`src/rtl/aes_round_ctrl.sv`:
```
// AES control FSM for 128/192/256-bit keys: full encrypt, full decrypt and key expansion.
// Defining AES_ROUND_CTRL_ABORT_EN adds abort_i, which returns any busy state to IDLE.
module aes_round_ctrl #(
   parameter int KEY_BITS = 128,
   parameter int RND_W    = 4
) (
   input  logic             clk,
   input  logic             rst,
`ifdef AES_ROUND_CTRL_ABORT_EN
   input  logic             abort_i,
`endif
   input  logic             start_i,
   input  logic [1:0]       op_i,
   output logic             ready_o,
   output logic             busy_o,
   output logic             done_o,
   output logic             err_o,
   output logic             key_valid_o,
   output logic [RND_W-1:0] round_o,
   output logic             zero_rnd_o,
   output logic             en_rnd_o,
   output logic             final_rnd_o,
   output logic             inv_o,
   output logic             key_wr_en_o,
   output logic [5:0]       key_word_idx_o,
   output logic             key_rot_o,
   output logic             key_sub_o,
   output logic [7:0]       rcon_o
);

   localparam int NK       = KEY_BITS / 32;
   localparam int NR       = NK + 6;
   localparam int LAST_IDX = 4 * (NR + 1) - 1;

   localparam logic [1:0] OP_NOOP = 2'b00;
   localparam logic [1:0] OP_ENC  = 2'b01;
   localparam logic [1:0] OP_DEC  = 2'b10;
   localparam logic [1:0] OP_KEY  = 2'b11;

   localparam logic [RND_W-1:0] RND_ZERO  = '0;
   localparam logic [RND_W-1:0] RND_ONE   = RND_W'(1);
   localparam logic [RND_W-1:0] RND_NR    = RND_W'(NR);
   localparam logic [RND_W-1:0] RND_NRM1  = RND_W'(NR - 1);
   localparam logic [5:0]       IDX_FIRST = 6'(NK);
   localparam logic [5:0]       IDX_LAST  = 6'(LAST_IDX);
   localparam logic [2:0]       MOD_LAST  = 3'(NK - 1);
   localparam bit               IS_256    = (NK == 8);

   generate
      if (!(KEY_BITS == 128 || KEY_BITS == 192 || KEY_BITS == 256)) begin : g_bad_key
         $fatal(1, "aes_round_ctrl: KEY_BITS must be 128, 192 or 256");
      end
      if (NR >= (1 << RND_W)) begin : g_bad_rnd_w
         $fatal(1, "aes_round_ctrl: RND_W too narrow to hold NR");
      end
   endgenerate

   typedef enum logic [2:0] {
      S_IDLE, S_INIT, S_ROUND, S_FINAL, S_EXPAND, S_DONE
   } state_e;

   state_e           state_q;
   logic             ready_q, done_q, err_q, key_valid_q;
   logic [RND_W-1:0] round_q;
   logic             zero_q, en_q, final_q, inv_q;
   logic             wr_en_q, rot_q, sub_q;
   logic [5:0]       idx_q;
   logic [7:0]       rcon_out_q;
   logic [7:0]       rcon_q, rcon_d;
   logic [2:0]       mod_q, mod_d;
   logic             abort_w;

`ifdef AES_ROUND_CTRL_ABORT_EN
   assign abort_w = abort_i;
`else
   assign abort_w = 1'b0;
`endif

   function automatic logic [7:0] xtime(input logic [7:0] b);
      return {b[6:0], 1'b0} ^ (b[7] ? 8'h1b : 8'h00);
   endfunction

   // mod_q tracks (word index mod NK) so no divider is needed.
   always_comb begin
      mod_d  = (mod_q == MOD_LAST) ? 3'd0 : mod_q + 3'd1;
      rcon_d = rcon_q;
      if (state_q == S_IDLE && start_i && op_i == OP_KEY)
         rcon_d = 8'h01;
      else if (state_q == S_EXPAND && rot_q)
         rcon_d = xtime(rcon_q);
   end

   always_ff @(posedge clk) begin
      if (rst) begin
         state_q     <= S_IDLE;
         ready_q     <= 1'b1;
         done_q      <= 1'b0;
         err_q       <= 1'b0;
         key_valid_q <= 1'b0;
         round_q     <= '0;
         zero_q      <= 1'b0;
         en_q        <= 1'b0;
         final_q     <= 1'b0;
         inv_q       <= 1'b0;
         wr_en_q     <= 1'b0;
         rot_q       <= 1'b0;
         sub_q       <= 1'b0;
         idx_q       <= '0;
         rcon_out_q  <= '0;
         rcon_q      <= 8'h01;
         mod_q       <= '0;
      end else begin
         rcon_q <= rcon_d;
         done_q <= 1'b0;
         err_q  <= 1'b0;
         case (state_q)
            S_IDLE: begin
               if (start_i && (op_i == OP_ENC || op_i == OP_DEC)) begin
                  if (key_valid_q) begin
                     state_q <= S_INIT;
                     ready_q <= 1'b0;
                     inv_q   <= (op_i == OP_DEC);
                     round_q <= (op_i == OP_DEC) ? RND_NR : RND_ZERO;
                     zero_q  <= 1'b1;
                  end else begin
                     err_q <= 1'b1;
                  end
               end else if (start_i && op_i == OP_KEY) begin
                  state_q     <= S_EXPAND;
                  ready_q     <= 1'b0;
                  key_valid_q <= 1'b0;
                  wr_en_q     <= 1'b1;
                  idx_q       <= IDX_FIRST;
                  mod_q       <= 3'd0;
                  rot_q       <= 1'b1;
                  sub_q       <= 1'b1;
                  rcon_out_q  <= 8'h01;
               end
            end
            S_INIT: begin
               state_q <= S_ROUND;
               zero_q  <= 1'b0;
               en_q    <= 1'b1;
               round_q <= inv_q ? RND_NRM1 : RND_ONE;
            end
            S_ROUND: begin
               if (inv_q ? (round_q == RND_ONE) : (round_q == RND_NRM1)) begin
                  state_q <= S_FINAL;
                  en_q    <= 1'b0;
                  final_q <= 1'b1;
                  round_q <= inv_q ? RND_ZERO : RND_NR;
               end else begin
                  round_q <= inv_q ? round_q - RND_ONE : round_q + RND_ONE;
               end
            end
            S_FINAL: begin
               state_q <= S_DONE;
               final_q <= 1'b0;
               round_q <= '0;
               done_q  <= 1'b1;
            end
            S_EXPAND: begin
               if (idx_q == IDX_LAST) begin
                  state_q     <= S_DONE;
                  done_q      <= 1'b1;
                  key_valid_q <= 1'b1;
                  wr_en_q     <= 1'b0;
                  rot_q       <= 1'b0;
                  sub_q       <= 1'b0;
                  idx_q       <= '0;
                  rcon_out_q  <= '0;
               end else begin
                  // Outputs for the next word; rcon_d already holds its advanced value.
                  idx_q      <= idx_q + 6'd1;
                  mod_q      <= mod_d;
                  rot_q      <= (mod_d == 3'd0);
                  sub_q      <= (mod_d == 3'd0) || (IS_256 && mod_d == 3'd4);
                  rcon_out_q <= (mod_d == 3'd0) ? rcon_d : 8'h00;
               end
            end
            S_DONE: begin
               state_q <= S_IDLE;
               ready_q <= 1'b1;
               inv_q   <= 1'b0;
            end
            default: begin
               state_q <= S_IDLE;
               ready_q <= 1'b1;
            end
         endcase

         // Abort wins over everything; key_valid_q is already 0 while expanding.
         if (abort_w && state_q != S_IDLE) begin
            state_q     <= S_IDLE;
            ready_q     <= 1'b1;
            done_q      <= 1'b0;
            key_valid_q <= key_valid_q;
            round_q     <= '0;
            zero_q      <= 1'b0;
            en_q        <= 1'b0;
            final_q     <= 1'b0;
            inv_q       <= 1'b0;
            wr_en_q     <= 1'b0;
            rot_q       <= 1'b0;
            sub_q       <= 1'b0;
            idx_q       <= '0;
            rcon_out_q  <= '0;
         end
      end
   end

   assign ready_o        = ready_q;
   assign busy_o         = ~ready_q;
   assign done_o         = done_q;
   assign err_o          = err_q;
   assign key_valid_o    = key_valid_q;
   assign round_o        = round_q;
   assign zero_rnd_o     = zero_q;
   assign en_rnd_o       = en_q;
   assign final_rnd_o    = final_q;
   assign inv_o          = inv_q;
   assign key_wr_en_o    = wr_en_q;
   assign key_word_idx_o = idx_q;
   assign key_rot_o      = rot_q;
   assign key_sub_o      = sub_q;
   assign rcon_o         = rcon_out_q;

endmodule

```
`config.mk`:
```
export PLATFORM = sky130hd
export DESIGN_NAME = aes_round_ctrl
export DESIGN_NICKNAME = d
export VERILOG_FILES = /design/src/rtl/aes_round_ctrl.sv
export SDC_FILE = /design/constraint.sdc
export NUM_CORES = 1
export LEC_CHECK = 0
export BUFFER_PORTS_ARGS = -buffer_cell sky130_fd_sc_hd__buf_2
export CAP_MARGIN = 20
export CELL_PAD_IN_SITES_DETAIL_PLACEMENT = 1
export CELL_PAD_IN_SITES_GLOBAL_PLACEMENT = 2
export CORE_MARGIN = 2
export CORE_UTILIZATION = 34
export CTS_CLUSTER_SIZE = 24
export DETAILED_ROUTE_END_ITERATION = 10
export MAX_ROUTING_LAYER = met4
export PLACE_DENSITY_LB_ADDON = 0.1
export SLEW_MARGIN = 10
export SYNTH_ARGS = -nofsm -noshare
export SYNTH_HDL_FRONTEND = slang
export SYNTH_SLANG_ARGS = --single-unit
```
`constraint.sdc`:
```
create_clock -name clk -period 2.4 [get_ports clk]
set_clock_uncertainty 0.2 [all_clocks]
set_input_delay 0.48 -clock clk [delete_from_list [all_inputs] [get_ports clk]]
set_output_delay 0.48 -clock clk [all_outputs]
set_load 0.05 [all_outputs]
```
==> results of run 1 <==
==> power by group <==
group / internal [mW] / total [mW] / leakage (nW) / switching (mW)
Sequential: 0.711 / 0.728 / 0.339 / 0.0174
Clock: 0.417 / 0.679 / 0.0683 / 0.262
Combinational: 0.0552 / 0.177 / 0.599 / 0.122
Total: 1.18 / 1.58 / 1.01 / 0.402
==> sequential cells by signal, indices dropped and copies added, names as in the netlist, 3 cells and up <==
name	cells
rcon_o	8
state_q	3
round_o	4
mod_q	3
key_word_idx_o	6
rcon_q	8
==> per-stage QoR <==
step	hold WS [ps]	power (mW)	util (%)	setup slack [ps]	instances
floorplan	246	0.879	-	310	230
global placement	231	0.925	38.8	105	331
detailed placement	241	0.925	38.8	75.4	331
CTS	255	1.61	41.2	385	339
global route	283	1.66	41.2	204	339
finish	246	1.58	41.2	400	339
==> kinds of logic (layout without fill, tap and decap cells) <==
group	Yosys count	count (layout)	synth area share [%]
and+or+nand+nor	77	77	20.1
AOI/OAI and AO/OA	65	65	22.6
DFF	42	42	40.5
buffers and inverters	26	60	6.56
adders and majority gates	8	8	4.70
muxes	7	7	3.43
xor gates and xnor gates	5	5	2.11
==> final timing paths <==
path | startpoint | to
worst min-delay path | final_rnd_o$_SDFFE_PP0P_ | final_rnd_o$_SDFFE_PP0P_
worst max-delay path | op_i[0] | rcon_o[7]$_SDFFE_PP0P_
worst min register to register | final_rnd_o$_SDFFE_PP0P_ | final_rnd_o$_SDFFE_PP0P_
worst max register to register | state_q[1]$_SDFFE_PP0P_ | rcon_o[7]$_SDFFE_PP0P_
==> worst max-delay path: cells and delay by family <==
| family | cells | cell delay (ps) |
|---|---|---|
| AOI/OAI and AO/OA | 2 | 440 |
| adders and majority gates | 1 | 340 |
| buffers and inverters | 2 | 130 |
| and+or+nand+nor | 2 | 650 |
==> cell type report <==
| type | count | share of cell area (%) |
|---|---|---|
| repair buffers | 41 | 9.14 |
| clock inverters | 3 | 2.82 |
| well taps | 75 | 3.85 |
| flip-flops and latches | 42 | 34.5 |
| clock buffers | 5 | 2.82 |
| multi-input cells | 162 | 45.2 |
| inverters | 11 | 1.69 |
==> placed cells by master (no fill, tap or decap), types with 3 or more instances in the layout <==
master     Yosys  final
xnor2_1        4      4
o21bai_1       3      3
nor2b_1        5      5
inv_1         11     11
nor2_1        27     27
mux2i_1        6      6
a211oi_1       6      6
nor3_1         8      8
ha_1           7      7
a2111oi_0      3      3
nand3_1        3      3
a21oi_1       18     18
dfxtp_1       42     42
buf_4          1      7
buf_2          4     34
o21ai_0        6      6
a22o_1         8      8
nand2_1       11     11
clkbuf_8       0      5
==> Yosys cell counts (all sizes together), types with 2 or more instances <==
master,number
ha,7
xnor2,4
a21oi,19
a31oi,2
nor2,27
nand3,3
a22o,8
mux2i,6
nand3b,2
nor3b,2
a211oi,6
nand2b,2
buf,10
a32o,2
or3,2
nor3,8
clkbuf,5
dfxtp,42
a22oi,2
nor2b,5
or3b,2
inv,11
and4b,2
nand2,11
o21bai,3
o32ai,2
a2111oi,3
a311oi,3
nor4b,2
and2,2
o21ai,9
==> routing by layer <==
layer	GRT usage [%]	share of wire, %	vias up
met5	-	0	-
met1	23.3	52	845
met3	3.37	3.7	7
li1	-	-	900
met2	26.1	43	28
met4	5.50	1.3	0
==> run_summary.xml, run 1 <==
<?xml version="1.0" encoding="UTF-8"?>
<metrics>
  <group name="outcome">
    <metric name="run_status" unit="">complete, no violations</metric>
  </group>
  <group name="placed_design">
    <metric name="placement.cell_area" unit="mm2">0.00230</metric>
    <metric name="place.port_buffers" unit="">34</metric>
    <metric name="place.gp.congestion" unit="">0.707</metric>
    <metric name="dp.final_hpwl" unit="mm">3.72</metric>
  </group>
  <group name="yosys">
    <metric name="synth.yosys.seq_area_share" unit="%">40.5</metric>
    <metric name="synth_cell_types" unit="">56</metric>
    <metric name="cell_area_synth" unit="mm2">0.00208</metric>
    <metric name="post_synth_top_flop" unit="">dfxtp_1</metric>
    <metric name="synth_largest_type_area_fraction" unit="%">40.5</metric>
    <metric name="synthesis.instances" unit="">230</metric>
    <metric name="synth_seq_cells" unit="">42</metric>
    <metric name="synth.avg_cell_area" unit="um2">9.04</metric>
    <metric name="synth_largest_area_cell" unit="">dfxtp_1</metric>
    <metric name="synth_async_reset_ratio" unit="%">0</metric>
    <metric name="synthesis.nets" unit="">242</metric>
    <metric name="synth-edff-count" unit="">0</metric>
    <metric name="yosysWarnings" unit="">0</metric>
    <metric name="synthTopCellsByArea" unit="">dfxtp_1 (40%), nor2_1 (4.9%), a21oi_1 (4.3%)</metric>
  </group>
  <group name="clock_tree">
    <metric name="worst_skew_pair.late_latency" unit="ps">300</metric>
    <metric name="numClockSinks" unit="">42</metric>
    <metric name="cts_made_buffers" unit="">5</metric>
    <metric name="cts_tree" unit="">built</metric>
    <metric name="cell_at_the_root_of_the_clock_tree" unit="">clkbuf_8</metric>
    <metric name="clk_pin_slew_worst_paths" unit="ps">90</metric>
    <metric name="cts_repair_resize_count" unit="">0</metric>
    <metric name="cts-hold-fix-buffers" unit="">0</metric>
    <metric name="cts.path.max_buffers" unit="">2</metric>
    <metric name="post_cts.repair.setup_buffers" unit="">0</metric>
    <metric name="cts_max_level" unit="">2</metric>
  </group>
  <group name="pwr">
    <metric name="cellPowerDensity" unit="mW/mm2">650</metric>
    <metric name="power_leakage" unit="nW">1.01</metric>
    <metric name="vdd_ir_drop_max" unit="uV">324</metric>
  </group>
  <group name="global_route">
    <metric name="grt_first_pass_wirelength" unit="mm">8.76</metric>
    <metric name="grtUsageTotal" unit="%">17.3</metric>
    <metric name="grt_pass1_vias" unit="">1776</metric>
    <metric name="antenna_found_initial" unit="">0</metric>
    <metric name="grt_start_max_net_pins" unit="">26</metric>
    <metric name="grt-ovfl-total" unit="">0</metric>
  </group>
  <group name="cells_and_area">
    <metric name="antennaDiodeCount" unit="">0</metric>
    <metric name="fin_nets" unit="">275</metric>
    <metric name="final.fill_count" unit="">714</metric>
    <metric name="design_area" unit="mm2">0.00244</metric>
    <metric name="regArea" unit="um2">841</metric>
    <metric name="multi_input_area" unit="mm2">0.00110</metric>
    <metric name="drive_gt1_share" unit="%">21.2</metric>
    <metric name="area_growth" unit="%">17.3</metric>
  </group>
  <group name="floorplanning">
    <metric name="chipWidth" unit="um">82.2</metric>
    <metric name="design.core.area" unit="mm2">0.00592</metric>
    <metric name="placement_rows" unit="">28</metric>
    <metric name="ios" unit="">35</metric>
    <metric name="dieArea" unit="mm2">0.00675</metric>
    <metric name="starting_density_of_the_core" unit="%">35.1</metric>
    <metric name="die-height" unit="um">82.2</metric>
  </group>
  <group name="setup_path">
    <metric name="crit_path_end_kind" unit="">register</metric>
    <metric name="ff2ff_path_depth" unit="">5</metric>
    <metric name="required" unit="ps">2450</metric>
    <metric name="data_arrival_time_at_the_worst_slack_endpoint" unit="ps">2050</metric>
    <metric name="cp_max_delay_cell" unit="">nor2_1</metric>
    <metric name="slowest_delay" unit="ps">420</metric>
    <metric name="rrSetupSlack" unit="ps">440</metric>
    <metric name="worstSetupStartpointType" unit="">input port</metric>
    <metric name="critPathKind" unit="">input port to register</metric>
    <metric name="critical_path_cell_by_cell" unit="">buf_2 &gt; inv_1 &gt; ha_1 &gt; and3_1 &gt; o21a_1 &gt; nor2_1 &gt; a22o_1</metric>
    <metric name="critPathMaxFanout" unit="">7</metric>
  </group>
  <group name="timing">
    <metric name="achievable_frequency" unit="MHz">500</metric>
    <metric name="final.min_clock_period" unit="ps">2000</metric>
    <metric name="hold_violations" unit="">0</metric>
    <metric name="finalSetupTns" unit="ps">0</metric>
    <metric name="slew_headroom" unit="%">62.6</metric>
    <metric name="worst-slew-pin-transition" unit="ps">557</metric>
    <metric name="final.period_utilization" unit="%">83.3</metric>
    <metric name="timing_max_transition_violations_final" unit="">0</metric>
    <metric name="grt_setup_unrepaired" unit="">false</metric>
    <metric name="final-setup-viol-count" unit="">0</metric>
  </group>
  <group name="detailed_routing">
    <metric name="drt_pre_antenna_iters" unit="">4</metric>
    <metric name="first_iter_violations" unit="">44</metric>
    <metric name="route.detailed.drc" unit="">0</metric>
    <metric name="routed_wire_length_per_instance" unit="um">14.9</metric>
    <metric name="vias" unit="">1780</metric>
    <metric name="antenna_left" unit="">0</metric>
    <metric name="vias_per_cell" unit="">5.25</metric>
    <metric name="total_detailed_routing_wirelength" unit="mm">5.04</metric>
  </group>
  <group name="hold_path">
    <metric name="holdPathStages" unit="">2</metric>
    <metric name="hold_path_class" unit="">register to register</metric>
  </group>
  <group name="flow_run">
    <metric name="timing.max_cap.violations" unit="">0</metric>
  </group>
</metrics>
No activity file was read; power rests on OpenSTA's default activity.
==> inputs of run 2 (changes only) <==
CORE_UTILIZATION = 30   (was 34)
clock period = 1.7 ns   (was 2.4 ns; I/O delays follow)
==> run 2 against run 1 <==
  * Global-route usage fell by 0.51 points
  * Combinational power is 110% higher
  * First-iteration DRC count up 4.5%
  * Flip-flop and latch count did not move
  * Sequential share of layout area decreased by 5.5 points
  * Critical path depth is 2 lower
  * Sequential power is 39% higher
  * Hold slack improved by 4.1 ps
==> run_summary.xml, run 2 (synthesis gave the netlist of run 1 again) <==
<?xml version="1.0" encoding="UTF-8"?>
<metrics>
  <group name="timing">
    <metric name="final.min_clock_period" unit="ps">1690</metric>
    <metric name="final.period_utilization" unit="%">99.3</metric>
    <metric name="slew_headroom" unit="%">75.7</metric>
    <metric name="worst-slew-pin-transition" unit="ps">355</metric>
    <metric name="final-setup-viol-count" unit="">0</metric>
    <metric name="grt_setup_unrepaired" unit="">true</metric>
    <metric name="achievable_frequency" unit="MHz">592</metric>
    <metric name="hold_violations" unit="">0</metric>
    <metric name="timing_max_transition_violations_final" unit="">0</metric>
    <metric name="finalSetupTns" unit="ps">0</metric>
  </group>
  <group name="global_route">
    <metric name="grt_pass1_vias" unit="">2004</metric>
    <metric name="grt_first_pass_wirelength" unit="mm">9.82</metric>
    <metric name="antenna_found_initial" unit="">0</metric>
    <metric name="grt-ovfl-total" unit="">0</metric>
    <metric name="grt_start_max_net_pins" unit="">26</metric>
    <metric name="grtUsageTotal" unit="%">16.8</metric>
  </group>
  <group name="cells_and_area">
    <metric name="final.fill_count" unit="">779</metric>
    <metric name="highest_count_cells_in_the_layout_ignoring_fill_and_taps" unit="">buf_4 (47), buf_2 (34), nor2_1 (26), dfxtp_1 (26), a21oi_1 (16)</metric>
    <metric name="antennaDiodeCount" unit="">0</metric>
    <metric name="design_area" unit="mm2">0.00303</metric>
    <metric name="area_growth" unit="%">45.6</metric>
    <metric name="drive_gt1_share" unit="%">47.2</metric>
    <metric name="final_common_cell" unit="">buf_4</metric>
    <metric name="multi_input_area" unit="mm2">0.00129</metric>
    <metric name="fin_nets" unit="">320</metric>
    <metric name="regArea" unit="um2">878</metric>
  </group>
  <group name="outcome">
    <metric name="run_status" unit="">complete, no violations</metric>
  </group>
  <group name="detailed_routing">
    <metric name="total_detailed_routing_wirelength" unit="mm">5.98</metric>
    <metric name="vias_per_cell" unit="">5.08</metric>
    <metric name="drt_pre_antenna_iters" unit="">4</metric>
    <metric name="vias" unit="">1977</metric>
    <metric name="route.detailed.drc" unit="">0</metric>
    <metric name="routed_wire_length_per_instance" unit="um">15.4</metric>
    <metric name="antenna_left" unit="">0</metric>
    <metric name="first_iter_violations" unit="">46</metric>
  </group>
  <group name="hold_path">
    <metric name="hold_path_class" unit="">register to register</metric>
  </group>
  <group name="placed_design">
    <metric name="place.port_buffers" unit="">34</metric>
    <metric name="placement.cell_area" unit="mm2">0.00268</metric>
    <metric name="place.gp.congestion" unit="">0.720</metric>
    <metric name="dp.final_hpwl" unit="mm">4.42</metric>
  </group>
  <group name="floorplanning">
    <metric name="die-height" unit="um">87.2</metric>
    <metric name="dieArea" unit="mm2">0.00761</metric>
    <metric name="placement_rows" unit="">30</metric>
    <metric name="chipWidth" unit="um">87.2</metric>
    <metric name="ios" unit="">35</metric>
    <metric name="design.core.area" unit="mm2">0.00676</metric>
    <metric name="starting_density_of_the_core" unit="%">30.8</metric>
  </group>
  <group name="pwr">
    <metric name="vdd_ir_drop_max" unit="uV">419</metric>
    <metric name="power_leakage" unit="nW">1.27</metric>
    <metric name="cellPowerDensity" unit="mW/mm2">740</metric>
    <metric name="total_power_consumption" unit="mW">2.24</metric>
  </group>
  <group name="setup_path">
    <metric name="required" unit="ps">1740</metric>
    <metric name="crit_path_end_kind" unit="">register</metric>
    <metric name="critPathMaxFanout" unit="">7</metric>
    <metric name="data_arrival_time_at_the_worst_slack_endpoint" unit="ps">1730</metric>
    <metric name="critPathKind" unit="">register to register</metric>
    <metric name="worstSetupStartpointType" unit="">register</metric>
  </group>
  <group name="clock_tree">
    <metric name="cts_max_level" unit="">2</metric>
    <metric name="cell_at_the_root_of_the_clock_tree" unit="">clkbuf_8</metric>
    <metric name="cts.path.max_buffers" unit="">2</metric>
    <metric name="clk_pin_slew_worst_paths" unit="ps">90</metric>
    <metric name="numClockSinks" unit="">42</metric>
    <metric name="cts_tree" unit="">built</metric>
    <metric name="worst_skew_pair.late_latency" unit="ps">300</metric>
    <metric name="cts_made_buffers" unit="">5</metric>
  </group>
  <group name="flow_run">
    <metric name="timing.max_cap.violations" unit="">0</metric>
  </group>
</metrics>
[run 2: cell types whose count changed in the layout (fill, tap and decap cells not counted), sizes merged]
cell    delta
clkbuf     +2
buf       +45
bufinv     -2
[run 2: stage by stage]
step | std cells | worst slack (ps) | utilization (%) | hold slack, ps
CTS | 386 | -60.0 | 42.2 | 235
floorplan | 230 | -7.71 | - | 248
finish | 389 | 11.6 | 44.8 | 250
global placement | 377 | -255 | 39.7 | 236
detailed placement | 377 | -286 | 39.7 | 241
global route | 389 | -69.0 | 44.8 | 260
[run 2: worst paths after layout]
kind	start	end	slack [ps]	cells past startpoint
worst max-delay path	state_q[1]$_SDFFE_PP0P_	mod_q[1]$_SDFFE_PP0P_	10	5
worst min-delay path	final_rnd_o$_SDFFE_PP0P_	final_rnd_o$_SDFFE_PP0P_	250	2
worst max register to register	state_q[1]$_SDFFE_PP0P_	mod_q[1]$_SDFFE_PP0P_	10	5
worst min register to register	final_rnd_o$_SDFFE_PP0P_	final_rnd_o$_SDFFE_PP0P_	250	2
[run 2: worst max-delay path: stages (launching register included)]
cell and delay, ps:
dfxtp_4 380, or3b_4 450, a21oi_4 230, buf_4 160, buf_6 80, a32o_1 140
[run 2: per-layer routing]
| layer | routed length [um] | up-vias | GRT usage [%] |
|---|---|---|---|
| li1 | - | 988 | - |
| met1 | 2860 | 961 | 22.2 |
| met3 | 148 | 4 | 3.13 |
| met4 | 51 | 0 | 3.78 |
| met5 | 0 | - | - |
| met2 | 2920 | 24 | 26.8 |
[run 2: power breakdown]
group | total, mW | switching [mW] | internal, mW
Sequential | 1.01 | 0.0156 | 0.998
Combinational | 0.378 | 0.220 | 0.158
Clock | 0.848 | 0.377 | 0.471
[run 2: area by class of cell]
cell class / count / area share (%)
Inverter: 11 / 1.36
Timing Repair Buffer: 86 / 19.3
Sequential cell: 42 / 29.0
Multi-Input combinational cell: 162 / 42.8
Clock inverter: 1 / 0.289
Clock buffer: 7 / 3.93
Tap cell: 80 / 3.31
[run 2: what timing repair did]
item,4_1_cts,5_1_grt
setup endpoints to repair,18,21
pin swaps,0,10
resized for setup,12,33
setup buffers,1,5
hold buffers,0,0
==> inputs of run 3 (changes only) <==
==> constraint.sdc (replaced) <==
create_clock -name clk -period 1.7 [get_ports clk]
set_clock_uncertainty 0.2 [all_clocks]
set_input_delay 0.17 -clock clk [delete_from_list [all_inputs] [get_ports clk]]
set_output_delay 0.17 -clock clk [all_outputs]
set_load 0.05 [all_outputs]
==> run 3 against run 2 <==
  * Sequential power barely moved
  * Power fell by 7.0%
  * Fmax rose by 1.1%
  * Worst setup slack improved by 19 ps
  * Largest power group unchanged
==> run_summary.xml, run 3 (synthesis gave the netlist of run 1 again) <==
<?xml version="1.0" encoding="UTF-8"?>
<metrics>
  <group name="setup_path">
    <metric name="worstSetupStartpointType" unit="">register</metric>
    <metric name="worst-path-buf-inv" unit="">1</metric>
    <metric name="crit_family" unit="">simple AND/OR/NAND/NOR gates</metric>
    <metric name="critical_path_cell_by_cell" unit="">buf_6 &gt; and4b_1 &gt; or3_1 &gt; a311oi_1 &gt; a21oi_1</metric>
    <metric name="required" unit="ps">1680</metric>
    <metric name="slowest_delay" unit="ps">360</metric>
    <metric name="cp_max_delay_cell" unit="">dfxtp_4</metric>
    <metric name="critPathMaxFanout" unit="">5</metric>
    <metric name="data_arrival_time_at_the_worst_slack_endpoint" unit="ps">1650</metric>
    <metric name="critPathKind" unit="">register to register</metric>
    <metric name="crit_path_end_kind" unit="">register</metric>
  </group>
  <group name="clock_tree">
    <metric name="cell_at_the_root_of_the_clock_tree" unit="">clkbuf_8</metric>
    <metric name="cts.path.max_buffers" unit="">2</metric>
    <metric name="worst_skew_pair.late_latency" unit="ps">300</metric>
    <metric name="cts_made_buffers" unit="">5</metric>
    <metric name="cts_tree" unit="">built</metric>
    <metric name="numClockSinks" unit="">42</metric>
    <metric name="cts_max_level" unit="">2</metric>
    <metric name="clk_pin_slew_worst_paths" unit="ps">90</metric>
  </group>
  <group name="global_route">
    <metric name="grt_start_max_net_pins" unit="">26</metric>
    <metric name="antenna_found_initial" unit="">0</metric>
    <metric name="grtUsageTotal" unit="%">17.3</metric>
    <metric name="grt_pass1_vias" unit="">1980</metric>
    <metric name="grt-ovfl-total" unit="">0</metric>
    <metric name="grt_first_pass_wirelength" unit="mm">9.88</metric>
  </group>
  <group name="floorplanning">
    <metric name="chipWidth" unit="um">87.2</metric>
    <metric name="design.core.area" unit="mm2">0.00676</metric>
    <metric name="die-height" unit="um">87.2</metric>
    <metric name="starting_density_of_the_core" unit="%">30.8</metric>
    <metric name="dieArea" unit="mm2">0.00761</metric>
    <metric name="ios" unit="">35</metric>
    <metric name="placement_rows" unit="">30</metric>
  </group>
  <group name="pwr">
    <metric name="vdd_ir_drop_max" unit="uV">348</metric>
    <metric name="cellPowerDensity" unit="mW/mm2">707</metric>
    <metric name="power_leakage" unit="nW">1.24</metric>
  </group>
  <group name="timing">
    <metric name="final-setup-viol-count" unit="">0</metric>
    <metric name="final.period_utilization" unit="%">98.2</metric>
    <metric name="final.min_clock_period" unit="ps">1670</metric>
    <metric name="achievable_frequency" unit="MHz">599</metric>
    <metric name="hold_violations" unit="">0</metric>
    <metric name="worst-slew-pin-transition" unit="ps">394</metric>
    <metric name="whs" unit="ps">62.5</metric>
    <metric name="slew_headroom" unit="%">73.7</metric>
    <metric name="grt_setup_unrepaired" unit="">true</metric>
    <metric name="timing_max_transition_violations_final" unit="">0</metric>
    <metric name="final.setup.worst_slack" unit="ps">30.8</metric>
  </group>
  <group name="detailed_routing">
    <metric name="first_iter_violations" unit="">77</metric>
    <metric name="route.detailed.drc" unit="">0</metric>
    <metric name="vias" unit="">1953</metric>
    <metric name="total_detailed_routing_wirelength" unit="mm">6.10</metric>
    <metric name="routed_wire_length_per_instance" unit="um">15.8</metric>
    <metric name="drt_pre_antenna_iters" unit="">4</metric>
    <metric name="vias_per_cell" unit="">5.06</metric>
    <metric name="antenna_left" unit="">0</metric>
  </group>
  <group name="cells_and_area">
    <metric name="antennaDiodeCount" unit="">0</metric>
    <metric name="highest_count_cells_in_the_layout_ignoring_fill_and_taps" unit="">buf_4 (45), buf_2 (34), nor2_1 (25), dfxtp_1 (25), a21oi_1 (17)</metric>
    <metric name="final_common_cell" unit="">buf_4</metric>
    <metric name="area_growth" unit="%">41.8</metric>
    <metric name="final.fill_count" unit="">800</metric>
    <metric name="fin_nets" unit="">317</metric>
    <metric name="drive_gt1_share" unit="%">45.8</metric>
  </group>
  <group name="placed_design">
    <metric name="place.gp.congestion" unit="">0.816</metric>
    <metric name="dp.final_hpwl" unit="mm">4.46</metric>
    <metric name="place.port_buffers" unit="">34</metric>
    <metric name="dpl_worst_slack" unit="ps">-203</metric>
  </group>
  <group name="outcome">
    <metric name="run_status" unit="">complete, no violations</metric>
  </group>
  <group name="hold_path">
    <metric name="hold_path_class" unit="">input port to register</metric>
  </group>
  <group name="flow_run">
    <metric name="timing.max_cap.violations" unit="">0</metric>
  </group>
</metrics>
[run 3: cell count changes in the layout (fill, tap and decap cells not counted), sizes merged]
| cell | delta |
|---|---|
| buf | -3 |
| clkbuf | -1 |
| inv | +1 |
[run 3: through the flow]
stage	TNS, ps	instances	utilization (%)	power, mW	area [um2]
after floorplan	-7.73	230	-	1.24	2130
after CTS	-3.19	384	41.4	2.10	2800
after global routing	-23.4	386	43.6	2.20	2950
final	0	386	43.6	2.08	2950
after global placement	-2340	376	39.4	1.37	2660
after detailed placement	-2760	376	39.4	1.37	2660
[run 3: timing repair]
| action | 4_1_cts | 5_1_grt |
|---|---|---|
| buffers inserted | 0 | 2 |
| hold buffers | 0 | 0 |
| gates cloned | 0 | 0 |
| endpoints found under the setup margin | 18 | 21 |
| gates resized for setup | 14 | 28 |
| pin swaps | 0 | 6 |
[run 3: area by class of cell]
| class | instances | area [um2] | share of cell area, % |
|---|---|---|---|
| clock buffers | 6 | 82.6 | 2.80 |
| well taps | 80 | 100 | 3.40 |
| repair buffers | 83 | 562 | 19.1 |
| inverters | 11 | 41.3 | 1.40 |
| clock inverters | 2 | 11.3 | 0.382 |
| flip-flops and latches | 42 | 880 | 29.9 |
| multi-input cells | 162 | 1270 | 43.1 |
[run 3: routing by layer]
metal / share of wire [%] / vias up / global-route usage [%]
li1: - / 979 / -
met1: 49 / 933 / 23.4
met2: 46 / 34 / 26.4
met3: 3.6 / 7 / 3.98
met4: 0.92 / 0 / 3.78
met5: 0 / - / -
[run 3: where the power goes]
group | switching [mW] | internal [mW] | total [mW]
Sequential | 0.0157 | 0.998 | 1.01
Clock | 0.373 | 0.328 | 0.701
Combinational | 0.216 | 0.151 | 0.368
[run 3: path summary, 6_finish.rpt]
kind	from	to	slack, ps	cells past startpoint
hold / removal	start_i	ready_o$_SDFFE_PP1P_	60	3
setup / recovery	round_o[1]$_SDFFE_PP0P_	round_o[3]$_SDFFE_PP0P_	30	5
hold reg to reg	final_rnd_o$_SDFFE_PP0P_	final_rnd_o$_SDFFE_PP0P_	260	2
setup reg to reg	round_o[1]$_SDFFE_PP0P_	round_o[3]$_SDFFE_PP0P_	30	5
[run 3: tightest hold or removal path: stages]
cell and delay (ps):
buf_2 140, a32o_1 160, nand2_1 50
